$ cat config.mk
export PLATFORM = sky130hd
export DESIGN_NAME = input_debouncer
export DESIGN_NICKNAME = d
export VERILOG_FILES = /design/src/rtl/debounce_pkg.sv /design/src/rtl/debounce_bit.sv /design/src/rtl/input_debouncer.sv
export SDC_FILE = /design/constraint.sdc
export NUM_CORES = 1
export LEC_CHECK = 0
export BUFFER_PORTS_ARGS = -buffer_cell sky130_fd_sc_hd__buf_4
export CAP_MARGIN = 40
export CELL_PAD_IN_SITES_DETAIL_PLACEMENT = 0
export CELL_PAD_IN_SITES_GLOBAL_PLACEMENT = 1
export CORE_UTILIZATION = 30
export DETAILED_ROUTE_END_ITERATION = 6
export PLACE_DENSITY_LB_ADDON = 0.08
export SLEW_MARGIN = 20
export SYNTH_ARGS = -nofsm -noshare
export SYNTH_HDL_FRONTEND = slang
export SYNTH_SLANG_ARGS = --single-unit
$ cat constraint.sdc
create_clock -name clk -period 3.05 [get_ports clk]
set_input_delay 0.7625 -clock clk [delete_from_list [all_inputs] [get_ports clk]]
set_output_delay 0.7625 -clock clk [all_outputs]
set_load 0.1 [all_outputs]
$ cat src/rtl/debounce_pkg.sv
// Shared types and elaboration helpers for the input debouncer.
package debounce_pkg;

  // Per-bit debounce FSM states.
  typedef enum logic {
    DB_IDLE  = 1'b0,
    DB_COUNT = 1'b1
  } db_state_e;

  // Smallest counter width w such that 2^w >= cycles.
  function automatic int min_cnt_w(input int cycles);
    int w;
    w = 1;
    while ((longint'(1) << w) < longint'(cycles)) begin
      w = w + 1;
    end
    return w;
  endfunction

  // Pin level that means "not pressed".
  function automatic logic inactive_level(input int active_low);
    return (active_low != 0);
  endfunction

endpackage

$ cat src/rtl/debounce_bit.sv
// Single-bit synchronizer, stability counter and press/release strobe generator.
module debounce_bit
  import debounce_pkg::*;
#(
  parameter int DEBOUNCE_CYCLES = 500000,
  parameter int ACTIVE_LOW      = 1,
  parameter int CNT_W           = 19
) (
  input  logic clk,
  input  logic reset_n,
  input  logic raw_i,
  output logic clean_o,
  output logic press_o,
  output logic release_o,
  output logic strobe_d_o
);

  localparam logic             INACTIVE = inactive_level(ACTIVE_LOW);
  localparam logic             PRESSED  = ~INACTIVE;
  localparam logic [CNT_W-1:0] TERMINAL = CNT_W'(DEBOUNCE_CYCLES - 1);

  logic             sync1_q, sync2_q;
  logic             clean_q, clean_d;
  logic [CNT_W-1:0] cnt_q, cnt_d;
  db_state_e        state_q, state_d;
  logic             press_q, press_d;
  logic             release_q, release_d;
  logic             mismatch;
  logic             accept;

  assign mismatch = (sync2_q != clean_q);
  // Terminal count reached while the new level is still present.
  assign accept   = (state_q == DB_COUNT) && mismatch && (cnt_q == TERMINAL);

  // State register: synchronizer, FSM, counter, clean level and strobes.
  always_ff @(posedge clk) begin
    if (!reset_n) begin
      sync1_q   <= INACTIVE;
      sync2_q   <= INACTIVE;
      clean_q   <= INACTIVE;
      cnt_q     <= '0;
      state_q   <= DB_IDLE;
      press_q   <= 1'b0;
      release_q <= 1'b0;
    end else begin
      sync1_q   <= raw_i;
      sync2_q   <= sync1_q;
      clean_q   <= clean_d;
      cnt_q     <= cnt_d;
      state_q   <= state_d;
      press_q   <= press_d;
      release_q <= release_d;
    end
  end

  // Next-state logic: the counter holds the number of consecutive mismatched
  // samples seen, so the first mismatch loads 1 and acceptance happens on
  // the DEBOUNCE_CYCLES-th mismatched sample.
  always_comb begin
    state_d = state_q;
    cnt_d   = cnt_q;
    clean_d = clean_q;
    case (state_q)
      DB_IDLE: begin
        cnt_d = '0;
        if (mismatch) begin
          state_d = DB_COUNT;
          cnt_d   = CNT_W'(1);
        end
      end
      DB_COUNT: begin
        if (!mismatch) begin
          state_d = DB_IDLE;
          cnt_d   = '0;
        end else if (cnt_q == TERMINAL) begin
          state_d = DB_IDLE;
          cnt_d   = '0;
          clean_d = sync2_q;
        end else begin
          cnt_d = cnt_q + CNT_W'(1);
        end
      end
      default: begin
        state_d = DB_IDLE;
        cnt_d   = '0;
      end
    endcase
  end

  // Output logic: direction of the accepted transition selects the strobe.
  always_comb begin
    press_d   = accept && (sync2_q == PRESSED);
    release_d = accept && (sync2_q != PRESSED);
  end

  assign clean_o    = clean_q;
  assign press_o    = press_q;
  assign release_o  = release_q;
  assign strobe_d_o = press_d | release_d;

endmodule

$ cat src/rtl/input_debouncer.sv
// Debounces WIDTH independent raw inputs and flags level changes.
module input_debouncer
  import debounce_pkg::*;
#(
  parameter int WIDTH           = 4,
  parameter int DEBOUNCE_CYCLES = 500000,
  parameter int ACTIVE_LOW      = 1,
  parameter int CNT_W           = min_cnt_w(DEBOUNCE_CYCLES)
) (
  input  logic             clk,
  input  logic             reset_n,
  input  logic [WIDTH-1:0] raw_in,
  output logic [WIDTH-1:0] clean_out,
  output logic [WIDTH-1:0] press_pulse,
  output logic [WIDTH-1:0] release_pulse,
  output logic             any_change
);

  logic [WIDTH-1:0] strobe_d_w;
  logic             any_change_q;

  generate
    for (genvar gi = 0; gi < WIDTH; gi++) begin : g_bit
      debounce_bit #(
        .DEBOUNCE_CYCLES(DEBOUNCE_CYCLES),
        .ACTIVE_LOW     (ACTIVE_LOW),
        .CNT_W          (CNT_W)
      ) u_bit (
        .clk       (clk),
        .reset_n   (reset_n),
        .raw_i     (raw_in[gi]),
        .clean_o   (clean_out[gi]),
        .press_o   (press_pulse[gi]),
        .release_o (release_pulse[gi]),
        .strobe_d_o(strobe_d_w[gi])
      );
    end
  endgenerate

  // any_change is registered from the strobes' next values so it lines up
  // with press_pulse/release_pulse in the same cycle.
  always_ff @(posedge clk) begin
    if (!reset_n) begin
      any_change_q <= 1'b0;
    end else begin
      any_change_q <= |strobe_d_w;
    end
  end

  assign any_change = any_change_q;

endmodule

==> results.sh, run 1 <==
export IMPL_sw_frac_of_total_pct=19.7
export IMPL_tns_ns=0
export IMPL_overflow=0
export IMPL_synthFlopType="dfxtp_1"
export IMPL_cell_internal_pwr_w=0.00207
export IMPL_clock_root_buffer="clkbuf_16"
export IMPL_port_buffers=18
export IMPL_clock_sinks=101
export IMPL_endpoint_kind="flop"
export IMPL_clock_power_share_pct=47.5
export IMPL_clk_pin_slew_worst_paths_ns=0.07
export IMPL_crit_family="compound AO/OA/AOI/OAI gates"
export IMPL_tightest_slew_ns=0.766
export IMPL_dr_pass1_iters=4
export IMPL_worstSetupStartpointType="flop"
export IMPL_synth_edf_count=0
export IMPL_setup_viol_count_final=0
export IMPL_path_cells="ha_1, nor4bb_1, and4_1, a21o_1, o22ai_1"
export IMPL_dieArea_sq_um=15100
export IMPL_cts_hold_buf=0
export IMPL_synth_yosys_warnings=0
export IMPL_seq_power_share_pct=51.6
export IMPL_fin_worst_skew_ns=0.00791
export IMPL_clockBufferDepth=2
export IMPL_yosysSeqAreaShare_pct=46.2
export IMPL_area_delta_synth_final_pct=12.5
export IMPL_arrival_ns=2.30
export IMPL_syn_inst=502
export IMPL_grt_max_degree=23
export IMPL_report_final_slew_viol_count=0
export IMPL_gp_congestion=0.739
export IMPL_synth_seq_cells=101
export IMPL_p_leak_nw=1.49
export IMPL_power_w=0.00258
export IMPL_status="finished, final reports clean"
export IMPL_synth_area_sq_um=4380
export IMPL_drt_iter0_drc=213
export IMPL_slew_headroom_pct=48.6
export IMPL_cts_setup_buffers=0
export IMPL_max_freq_mhz=475
export IMPL_hold_viol_final=0
export IMPL_h_tree_depth=3
export IMPL_crit_buf_inv=0
export IMPL_p_comb_share_pct=0.9
export IMPL_antenna_cells=0
export IMPL_wl_um=8970
export IMPL_synth_fp_nets=512
export IMPL_num_vias=3318
export IMPL_antenna_found_initial=0
export IMPL_p_sw_w=0.000510
export IMPL_rows=43
export IMPL_syn_area_per_cell_sq_um=8.72
export IMPL_vdd_drop_max_v=0.000290
export IMPL_ctsResizeCount=0
export IMPL_min_period_ns=2.11
export IMPL_grt_pass1_wl_um=15200
export IMPL_critPathMaxStageDelay_ns=0.60
export IMPL_final_common_cell="dfxtp_1"
export IMPL_cts_tree="done"
export IMPL_die_h_um=123
export IMPL_final_cell_mix="101 x dfxtp_1, 70 x nor2_1, 34 x xnor2_1"
export IMPL_required_ns=3.25
export IMPL_ios=19
export IMPL_powerDensity_nw_per_um2=525
export IMPL_post_route_period_util_pct=69.1
export IMPL_numCtsBuffers=9
export IMPL_drcViolationCount=0
export IMPL_final_layout_size_suffix_gt1_share_pct=7.42
export IMPL_wire_per_inst_um=13.0
export IMPL_floorplan_initialDensity_pct=31.2
export IMPL_clock_latency_ns=0.35
export IMPL_min_path_type="reg -> reg"
export IMPL_maxCapViolations=0
export IMPL_grt_pass1_vias=3100
export IMPL_yosysUniqueCellTypes=45
export IMPL_path_class="reg -> reg"
export IMPL_antenna_left=0
export IMPL_cp_max_fo=19
export IMPL_viasPerCell=4.79
export IMPL_rsz0062_at_grt="false"
export IMPL_crit_path_top_delay_cell="a21o_1"
export IMPL_fin_nets=518
export IMPL_die_w_um=123
export IMPL_ys_async_sr_fraction_pct=0
export IMPL_grt_usage_pct=13.1
export IMPL_hpwl_um=6280
export IMPL_core_area_sq_um=14000
==> final timing paths <==
check / slack, ns / to / start / cells past startpoint
worst min-delay path: 0.41 / g_bit[3].u_bit.sync2_q / g_bit[3].u_bit.sync1_q / 1
worst max-delay path: 0.94 / g_bit[0].u_bit.cnt_q[0] / g_bit[0].u_bit.cnt_q[0] / 5
worst max register to register: 0.94 / g_bit[0].u_bit.cnt_q[0] / g_bit[0].u_bit.cnt_q[0] / 5
worst min register to register: 0.41 / g_bit[3].u_bit.sync2_q / g_bit[3].u_bit.sync1_q / 1
==> sequential cells by signal (all words and copies together), names as in the netlist <==
name,cells
g_bit.u_bit.clean_o,4
g_bit.u_bit.release_o,4
g_bit.u_bit.sync2_q,4
g_bit.u_bit.sync1_q,4
g_bit.u_bit.cnt_q,76
g_bit.u_bit.press_o,4
g_bit.u_bit.state_q,4
any_change,1
==> power by group through the flow <==
| stage | registers (W) | clock network (W) | logic, W |
|---|---|---|---|
| floorplan | 0.00136 | 0 | 0.0000157 |
| global placement | 0.00136 | 0 | 0.0000243 |
| detailed placement | 0.00136 | 0 | 0.0000240 |
| CTS | 0.00133 | 0.00128 | 0.0000242 |
| global route | 0.00133 | 0.00133 | 0.0000273 |
| finish | 0.00133 | 0.00123 | 0.0000237 |
==> cell usage after synthesis, types with 4 or more instances <==
| cell type | number | area share (%) |
|---|---|---|
| dfxtp_1 | 101 | 46 |
| and3_1 | 8 | 1.1 |
| nand3_1 | 28 | 3.2 |
| o21ai_0 | 10 | 1.1 |
| buf_4 | 12 | 2.1 |
| nand4_1 | 20 | 2.9 |
| ha_1 | 4 | 1.1 |
| nor4_1 | 13 | 1.9 |
| or4_1 | 8 | 1.4 |
| xor2_1 | 20 | 4.0 |
| nor4b_1 | 5 | 1.0 |
| clkbuf_1 | 7 | 0.60 |
| or3_1 | 12 | 1.7 |
| nand2b_1 | 9 | 1.3 |
| and4_1 | 7 | 1.4 |
| nor3_1 | 16 | 1.8 |
| o31ai_1 | 6 | 1.0 |
| nand2_1 | 32 | 2.7 |
| a21oi_1 | 18 | 2.1 |
| xnor2_1 | 34 | 6.8 |
| nor2_1 | 70 | 6.0 |
| buf_2 | 4 | 0.46 |
| inv_1 | 25 | 2.1 |
==> per-stage QoR <==
stage               std cells  setup slack, ns  hold slack, ns  util (%)  cell area (sq um)
global route              692            0.661           0.439      35.1               4920
finish                    692            0.944           0.410      35.1               4920
detailed placement        677            0.929           0.396      32.8               4610
CTS                       692            0.911           0.415      35.1               4920
floorplan                 502             1.25           0.386         -               4380
global placement          677            0.931           0.393      32.8               4610
==> worst reg2reg max path, cell delays in order, from the launching register on <==
cell and delay, ns:
dfxtp_1 0.38, ha_1 0.25, nor4bb_1 0.23, and4_1 0.32, a21o_1 0.60, o22ai_1 0.18
==> kinds of logic (layout without fill, tap and decap cells) <==
| family | count (synthesis) | in the layout | share of synthesized area, % |
|---|---|---|---|
| and+or+nand+nor | 241 | 241 | 28.9 |
| adders and majority gates | 4 | 4 | 1.14 |
| xor gates and xnor gates | 54 | 54 | 10.8 |
| AOI/OAI and AO/OA | 52 | 52 | 7.52 |
| DFF | 101 | 101 | 46.2 |
| buffers and inverters | 50 | 60 | 5.43 |
==> layout make-up <==
type                            count  area [sq um]
Clock buffer                       11           243
Multi-Input combinational cell    351          2120
Fill cell                        1446          9120
Inverter                           25          93.8
Tap cell                          180           225
Sequential cell                   101          2020
Timing Repair Buffer               20           150
Clock inverter                      4          72.6
==> per-layer routing <==
layer | vias up | share of wire [%] | GRT usage [%]
li1 | 1752 | - | -
met4 | 0 | 1.3 | 4.50
met3 | 9 | 3.6 | 4.55
met5 | - | 0 | 0
met2 | 29 | 44 | 20.3
met1 | 1528 | 51 | 17.0
Power figures use the tool's default switching activity.
==> inputs of run 2 (changes only) <==
==> constraint.sdc (replaced) <==
create_clock -name clk -period 1.8 [get_ports clk]
set_input_delay 0.45 -clock clk [delete_from_list [all_inputs] [get_ports clk]]
set_output_delay 0.45 -clock clk [all_outputs]
set_load 0.1 [all_outputs]
==> results.sh, run 2 (same netlist as run 1, synthesis figures left out) <==
export IMPL_cell_internal_pwr_w=0.00338
export IMPL_worstSetupStartpointType="flop"
export IMPL_sw_frac_of_total_pct=20.5
export IMPL_tns_ns=0
export IMPL_powerDensity_nw_per_um2=816
export IMPL_cts_hold_buf=0
export IMPL_clock_root_buffer="clkbuf_16"
export IMPL_hold_viol_final=0
export IMPL_rsz0062_at_grt="false"
export IMPL_dieArea_sq_um=15100
export IMPL_clock_latency_ns=0.34
export IMPL_dr_pass1_iters=6
export IMPL_wl_um=9130
export IMPL_grt_pass1_wl_um=15200
export IMPL_grt_usage_pct=13.1
export IMPL_ios=19
export IMPL_required_ns=2.08
export IMPL_endpoint_kind="flop"
export IMPL_placed_area_sq_um=4890
export IMPL_area_delta_synth_final_pct=19.2
export IMPL_ctsResizeCount=0
export IMPL_largest_reg_flops=76
export IMPL_fill_cells=1443
export IMPL_clockBufferDepth=2
export IMPL_antenna_left=0
export IMPL_slew_headroom_pct=72.5
export IMPL_placed_cells=714
export IMPL_finalInstanceArea_sq_um=5220
export IMPL_hpwl_um=6690
export IMPL_p_comb_share_pct=1.1
export IMPL_port_buffers=18
export IMPL_core_area_sq_um=14000
export IMPL_die_w_um=123
export IMPL_post_route_util_pct=37.2
export IMPL_num_vias=3434
export IMPL_max_freq_mhz=592
export IMPL_vdd_drop_max_v=0.000470
export IMPL_cp_max_fo=4
export IMPL_die_h_um=123
export IMPL_report_final_slew_viol_count=0
export IMPL_viasPerCell=4.70
export IMPL_h_tree_depth=3
export IMPL_cts_setup_buffers=0
export IMPL_drt_iter0_drc=133
export IMPL_post_route_period_util_pct=93.9
export IMPL_maxCapViolations=0
export IMPL_grt_max_degree=23
export IMPL_fin_nets=555
export IMPL_numCtsBuffers=9
export IMPL_tightest_slew_ns=0.407
export IMPL_drcViolationCount=0
export IMPL_cts_tree="done"
export IMPL_fin_cells=730
export IMPL_wire_per_inst_um=12.5
export IMPL_multiInputGateArea_sq_um=2150
export IMPL_arrival_ns=1.97
export IMPL_antenna_cells=0
export IMPL_final_cell_mix="100 x dfxtp_1, 70 x nor2_1, 57 x buf_4"
export IMPL_min_path_type="in -> reg"
export IMPL_ff_latch_area_sq_um=2020
export IMPL_min_period_ns=1.69
export IMPL_p_sw_w=0.000875
export IMPL_fin_worst_skew_ns=0.00475
export IMPL_antenna_found_initial=0
export IMPL_gp_congestion=0.762
export IMPL_overflow=0
export IMPL_seq_power_share_pct=53.0
export IMPL_final_common_cell="dfxtp_1"
export IMPL_path_class="reg -> reg"
export IMPL_grt_pass1_vias=3222
export IMPL_rows=43
export IMPL_regMostFlops="g_bit.u_bit.cnt_q"
export IMPL_final_layout_size_suffix_gt1_share_pct=15.3
export IMPL_setup_viol_count_final=0
export IMPL_clock_power_share_pct=46.0
export IMPL_clock_sinks=101
export IMPL_floorplan_initialDensity_pct=31.2
export IMPL_status="finished, final reports clean"
export IMPL_p_leak_nw=1.66
export IMPL_clk_pin_slew_worst_paths_ns=0.07
[run 2: metrics by stage]
stage / setup WS (ns) / total power, W / hold WS [ns]
after floorplan: 0.00445 / 0.00233 / 0.386
after global placement: 0.0625 / 0.00235 / 0.391
after detailed placement: 0.0327 / 0.00235 / 0.391
after CTS: 0.0148 / 0.00435 / 0.261
after global routing: 0.00408 / 0.00444 / 0.260
final: 0.109 / 0.00426 / 0.281
[run 2: power groups by stage]
stage | clock (W) | sequential (W) | combinational (W)
2_1_floorplan | 0 | 0.00231 | 0.0000266
3_3_place_gp | 0 | 0.00231 | 0.0000456
3_5_place_dp | 0 | 0.00231 | 0.0000456
4_1_cts | 0.00205 | 0.00226 | 0.0000459
5_1_grt | 0.00213 | 0.00226 | 0.0000510
6_report | 0.00196 | 0.00226 | 0.0000449
[run 2: worst paths after layout]
kind	from	slack, ns	endpoint	cells after the start
hold reg to reg	g_bit[1].u_bit.sync1_q	0.41	g_bit[1].u_bit.sync2_q	1
setup reg to reg	g_bit[3].u_bit.cnt_q[1]	0.11	g_bit[3].u_bit.release_o	5
hold / removal	raw_in[2]	0.28	g_bit[2].u_bit.sync1_q	2
setup / recovery	g_bit[3].u_bit.cnt_q[1]	0.11	g_bit[3].u_bit.release_o	5
[run 2: worst max-delay path: stages (launching register included)]
cell and delay, ns:
dfxtp_1 0.35, ha_1 0.22, and4_2 0.29, nand4_1 0.20, or3_4 0.45, nor2_1 0.12
[run 2: final cells by class]
| type | count | share of cell area (%) |
|---|---|---|
| sequential | 101 | 38.8 |
| clock inverter | 4 | 0.911 |
| clock buffer | 12 | 4.72 |
| tap | 180 | 4.32 |
| multi-input combinational | 351 | 41.3 |
| inverter | 25 | 1.80 |
| timing repair buffer | 57 | 8.20 |
[run 2: metal layers]
| layer | vias to the layer above | GRT usage, % | share of wire [%] |
|---|---|---|---|
| met3 | 6 | 4.74 | 3.3 |
| met4 | 0 | 3.89 | 1.1 |
| met1 | 1570 | 16.7 | 51 |
| li1 | 1831 | - | - |
| met2 | 27 | 20.7 | 45 |
| met5 | - | 0 | 0 |
